$ cat src/rtl/cpu_pkg.sv
// cpu_pkg: definitions shared by the core's control blocks.
//   cru_state_t : state encoding of the call/return unit FSM
//   WIDTH       : PC, return-address and stack data width
//   STACK_DEPTH : number of entries the return-address stack can hold safely.
//                 The stack uses a 5-bit pointer, so a 32nd push would wrap it.
package cpu_pkg;

    localparam int WIDTH       = 16;
    localparam int STACK_DEPTH = 31;

    typedef enum logic [2:0] {
        IDLE   = 3'd0,
        PUSH   = 3'd1,
        POP    = 3'd2,
        LOAD   = 3'd3,
        REJECT = 3'd4
    } cru_state_t;

endpackage : cpu_pkg

$ cat src/rtl/call_return_unit.sv
// call_return_unit: initiator side of the hardware return-address stack.
// Turns CALL/RET requests into single-cycle push/pop strobes and hands the
// resulting next PC to fetch. The stack has no full/empty flags, so occupancy
// is tracked here and requests that would overflow or underflow are rejected.
//
// Ports:
//   clk, rst            core clock, asynchronous active-high reset
//   call_req, ret_req   requests, held by the requester until ack
//   pc_in, call_target  PC of the CALL and its destination
//   err_clr             clears the sticky error flags (a coincident set wins)
//   stack_dataout       stack read data, valid while stack_pop is high
//   stack_push/pop      one-cycle strobes to the stack
//   stack_datain        return address to push
//   pc_load, pc_next    one-cycle load strobe and next PC for fetch
//   ack                 one-cycle completion pulse (accepted or rejected)
//   busy                FSM is not in IDLE
//   depth               current number of live stack entries
//   overflow_err        sticky: CALL rejected with the stack full
//   underflow_err       sticky: RET rejected with the stack empty
//
// Handshake: a request is sampled only in IDLE. The unit answers with exactly
// one ack pulse; the requester drops its request in the cycle after ack. A
// request still high once the FSM is back in IDLE counts as a new request.
// All outputs are registered.
module call_return_unit #(
    parameter int WIDTH      = cpu_pkg::WIDTH,
    parameter int DEPTH      = cpu_pkg::STACK_DEPTH,
    parameter int DEPTH_W    = 6,
    parameter int RET_OFFSET = 1
) (
    input  logic               clk,
    input  logic               rst,
    input  logic               call_req,
    input  logic               ret_req,
    input  logic [WIDTH-1:0]   pc_in,
    input  logic [WIDTH-1:0]   call_target,
    input  logic               err_clr,
    input  logic [WIDTH-1:0]   stack_dataout,
    output logic               stack_push,
    output logic               stack_pop,
    output logic [WIDTH-1:0]   stack_datain,
    output logic               pc_load,
    output logic [WIDTH-1:0]   pc_next,
    output logic               ack,
    output logic               busy,
    output logic [DEPTH_W-1:0] depth,
    output logic               overflow_err,
    output logic               underflow_err
);

    import cpu_pkg::cru_state_t;
    import cpu_pkg::IDLE;
    import cpu_pkg::PUSH;
    import cpu_pkg::POP;
    import cpu_pkg::LOAD;
    import cpu_pkg::REJECT;

    localparam logic [DEPTH_W-1:0] DEPTH_MAX = DEPTH_W'(DEPTH);

    cru_state_t         state, state_d;
    logic [WIDTH-1:0]   target_q, target_d;
    logic               push_d, pop_d, pc_load_d, ack_d, busy_d;
    logic               ovf_d, unf_d;
    logic [WIDTH-1:0]   datain_d, pc_next_d;
    logic [DEPTH_W-1:0] depth_d;

    // State register plus registered outputs.
    always_ff @(posedge clk or posedge rst) begin
        if (rst) begin
            state         <= IDLE;
            target_q      <= '0;
            stack_push    <= 1'b0;
            stack_pop     <= 1'b0;
            stack_datain  <= '0;
            pc_load       <= 1'b0;
            pc_next       <= '0;
            ack           <= 1'b0;
            busy          <= 1'b0;
            depth         <= '0;
            overflow_err  <= 1'b0;
            underflow_err <= 1'b0;
        end else begin
            state         <= state_d;
            target_q      <= target_d;
            stack_push    <= push_d;
            stack_pop     <= pop_d;
            stack_datain  <= datain_d;
            pc_load       <= pc_load_d;
            pc_next       <= pc_next_d;
            ack           <= ack_d;
            busy          <= busy_d;
            depth         <= depth_d;
            overflow_err  <= ovf_d;
            underflow_err <= unf_d;
        end
    end

    // Next-state and next-output logic.
    always_comb begin
        state_d   = state;
        target_d  = target_q;
        push_d    = 1'b0;
        pop_d     = 1'b0;
        datain_d  = stack_datain;
        pc_load_d = 1'b0;
        pc_next_d = pc_next;
        ack_d     = 1'b0;
        depth_d   = depth;
        // Clear first so that an error raised below in the same cycle wins.
        ovf_d     = err_clr ? 1'b0 : overflow_err;
        unf_d     = err_clr ? 1'b0 : underflow_err;

        case (state)
            IDLE: begin
                if (call_req) begin
                    if (depth < DEPTH_MAX) begin
                        push_d   = 1'b1;
                        datain_d = pc_in + WIDTH'(RET_OFFSET);
                        target_d = call_target;
                        state_d  = PUSH;
                    end else begin
                        ovf_d   = 1'b1;
                        ack_d   = 1'b1;
                        state_d = REJECT;
                    end
                end else if (ret_req) begin
                    if (depth != '0) begin
                        pop_d   = 1'b1;
                        state_d = POP;
                    end else begin
                        unf_d   = 1'b1;
                        ack_d   = 1'b1;
                        state_d = REJECT;
                    end
                end
            end
            PUSH: begin
                // The stack writes on this edge; the entry is now live.
                depth_d   = depth + DEPTH_W'(1);
                pc_next_d = target_q;
                pc_load_d = 1'b1;
                ack_d     = 1'b1;
                state_d   = LOAD;
            end
            POP: begin
                // stack_dataout is valid only while stack_pop is high.
                depth_d   = depth - DEPTH_W'(1);
                pc_next_d = stack_dataout;
                pc_load_d = 1'b1;
                ack_d     = 1'b1;
                state_d   = LOAD;
            end
            LOAD:    state_d = IDLE;
            REJECT:  state_d = IDLE;
            default: state_d = IDLE;
        endcase

        busy_d = (state_d != IDLE);
    end

endmodule : call_return_unit
$ cat config.mk
export PLATFORM = sky130hd
export DESIGN_NAME = call_return_unit
export DESIGN_NICKNAME = d
export VERILOG_FILES = /design/src/rtl/cpu_pkg.sv /design/src/rtl/call_return_unit.sv
export SDC_FILE = /design/constraint.sdc
export NUM_CORES = 1
export LEC_CHECK = 0
export ABC_AREA = 1
export CAP_MARGIN = 0
export CELL_PAD_IN_SITES_DETAIL_PLACEMENT = 0
export CELL_PAD_IN_SITES_GLOBAL_PLACEMENT = 1
export CORE_MARGIN = 2
export CORE_UTILIZATION = 30
export CTS_CLUSTER_DIAMETER = 40
export DETAILED_ROUTE_END_ITERATION = 7
export PLACE_DENSITY_LB_ADDON = 0.2
export SLEW_MARGIN = 15
export SYNTH_ARGS = -nofsm -noshare
export SYNTH_HDL_FRONTEND = slang
export SYNTH_SLANG_ARGS = --single-unit
$ cat constraint.sdc
create_clock -name clk -period 1.9 [get_ports clk]
set_input_delay 0.19 -clock clk [delete_from_list [all_inputs] [get_ports clk]]
set_output_delay 0.19 -clock clk [all_outputs]
set_load 0.02 [all_outputs]
==> out/metrics.yaml <==
drive_gt1_share_pct: 7.277
htree_levels: 3
die_area_um2: 10850
drc: 0
die_width_um: 104.2
syn_area_um2: 3010
synthFlopType: "dfrtp_1"
synth_top_cell_area_share_pct: 53.20
via_count: 2717
maxCapViolations: 0
netSwitchingFraction_pct: 41.57
status: "complete, no violations"
dr.first_iter.drc_count: 77
critPathKind: "reg -> out"
fin_crit_sh_pct: 86.85
finalSetupViolCount: 0
synth-compound-area-share_pct: 8.479
fin_skew_ns: 0.01064
drtAntennaViolNets: 0
synth_xor_area_share_pct: 4.946
yosys.area_share.simple_pct: 26.52
syn2layout_area_growth_pct: 47.26
fmax_ghz: 0.6060
grt_pass1_vias: 2836
rr_startpoint: "state[1]"
vias_per_cell: 4.425
design.core.area_um2: 9774
power_frac_seq_pct: 31.8
hp-class: "in -> async"
synthTopCellsByArea: "dfrtp_1 53%, nand2_1 16%, nor2_1 3.9%"
synth-seq-area-share_pct: 53.20
required_ns: 1.71
synthCells: 369
syn_avg_cell_area_um2: 8.158
cts_buffers: 9
ys.warnings.count: 0
clk_latency_ns: 0.34
synth_adder_area_share_pct: 0.8313
routed_wl_um: 8290
io_pins: 98
place_ws_ns: 0.02291
gr-total-overflow: 0
finalCriticalPeriod_ns: 1.650
power.switching_mw: 3.160
grt_start_max_net_pins: 53
synth_top_family_by_area: "simple AND/OR/NAND/NOR gates"
dpl.hpwl_um: 5854
p_clk_share_pct: 17.8
slew_violations: 0
critPathLaunchType: "flop"
rsz0062_at_grt: "false"
grt_pass1_wl_um: 14170
root_buffer: "clkbuf_8"
synth_edf_count: 0
ys_types: 22
critPathLaunch: "depth[3]"
clockBufferDepth: 2
wl_per_cell_um: 13.50
yosys.area.top_type: "dfrtp_1"
end_kind: "primary output"
clkSlewWorstSetupHoldPaths_ns: 0.07
port_buffers: 97
cts_tree: "built"
setup_slack_ns: 0.2498
track_usage_pct: 16.24
diodes: 0
stdcell_count: 614
final_cell_mix: "131 x nand2_1, 97 x clkdlybuf4s50_1, 64 x dfrtp_1"
layout_commonest_cell: "nand2_1"
muxShareOfSynthArea_pct: 0
die_y_um: 104.2
nets: 531
critPathArrivalTime_ns: 1.46
drt_pass1_iterations: 4
gp_congestion: 0.8352
fin_setup_tns_ns: 0
rows: 36
comb_power_share_pct: 50.4
cp_max_fo: 6
p_per_area_nw_per_um2: 1715
placedCellCount: 598
p_leak_nw: 2.069
syn-num-nets: 424
final_hold_viol_count: 0
intPower_mw: 4.441
start_util_pct: 30.80
synth-async-reset-ratio_pct: 100.0
worst-slew-pin-transition_ns: 0.4180
fin_hold_ws_ns: 0.1224
synth-seq-cells: 64
slew-limit-headroom_pct: 71.97
antenna_found_initial: 0
r2r_slack_ns: 0.28
postCtsSetupBuffers: 0
cts_sinks: 64
ir_drop_mv: 0.5352
metal layers:
metal	track usage (%)	vias up	share of wire, %	routed length (um)
li1	-	1388	-	-
met2	26.93	79	47	3913
met4	6.081	0	1.3	110
met5	0	-	0	0
met3	3.509	8	5.3	436
met1	20.80	1242	46	3829
layout make-up:
| type | instances | area, um^2 |
|---|---|---|
| inverter | 29 | 108.9 |
| tap | 133 | 166.4 |
| sequential | 64 | 1602 |
| fill | 1006 | 5341 |
| clock buffer | 9 | 123.9 |
| clock inverter | 7 | 102.6 |
| timing repair buffer | 109 | 1099 |
| multi-input combinational | 263 | 1231 |
worst paths after layout:
kind,endpoint,cells after the start
hold / removal,overflow_err,2
max in group asynchronous,pc_next[6],3
setup / recovery,depth[3],2
setup reg to reg,stack_datain[1],6
min in group clk,target_q[8],3
hold reg to reg,target_q[4],2
synth_stat cells (2+ instances only):
master and n:
buf_4 4, inv_1 28, ha_1 2, xor2_1 9
dfrtp_1 64, clkbuf_1 2, xnor2_1 8, buf_2 7
nor2_1 31, nor3_1 5, nand2_1 131, nand4_1 6
a21oi_1 18, o21ai_1 9, o21ai_0 20, nand3_1 19
registers in the layout, summed over array words and instances (netlist names):
register and flops:
depth 6, overflow_err 1, stack_datain 16, pc_load 1, stack_push 1, target_q 16
stack_pop 1, state 3, ack 1, pc_next 16, busy 1, underflow_err 1
worst max-delay path: stages, from the launching register on:
cell and delay [ns]:
dfrtp_1 0.37, buf_4 0.15, clkdlybuf4s50_1 0.61
power groups by stage:
stage          clock, mW  combinational, mW  sequential (mW)
5_1_grt             1.46               4.28             2.52
6_report            1.35               3.83             2.42
2_1_floorplan          0               1.67             2.96
3_3_place_gp           0               3.83             2.43
3_5_place_dp           0               3.86             2.45
4_1_cts             1.40               3.87             2.43
cells by family (layout without fill, tap and decap cells):
logic type / after synthesis / after routing
AO/OA/AOI/OAI: 49 / 49
XOR/XNOR: 17 / 17
adder cells (fa/ha/maj): 2 / 2
buffers and inverters: 42 / 154
flip-flops: 64 / 64
AND/OR/NAND/NOR: 195 / 195
per-stage QoR:
| step | util (%) | power [mW] | instance area (um^2) |
|---|---|---|---|
| 6_report | 45.35 | 7.601 | 4433 |
| 5_1_grt | 45.35 | 8.253 | 4433 |
| 4_1_cts | 45.31 | 7.692 | 4429 |
| 3_5_place_dp | 43.00 | 6.309 | 4203 |
| 3_3_place_gp | 43.00 | 6.258 | 4203 |
| 2_1_floorplan | - | 4.631 | 3010 |
what timing repair did:
item | in CTS | in global routing
setup endpoints to repair | 0 | 1
gates resized for setup | 0 | 1
hold buffers | 0 | 0
Power figures use the tool's default switching activity.
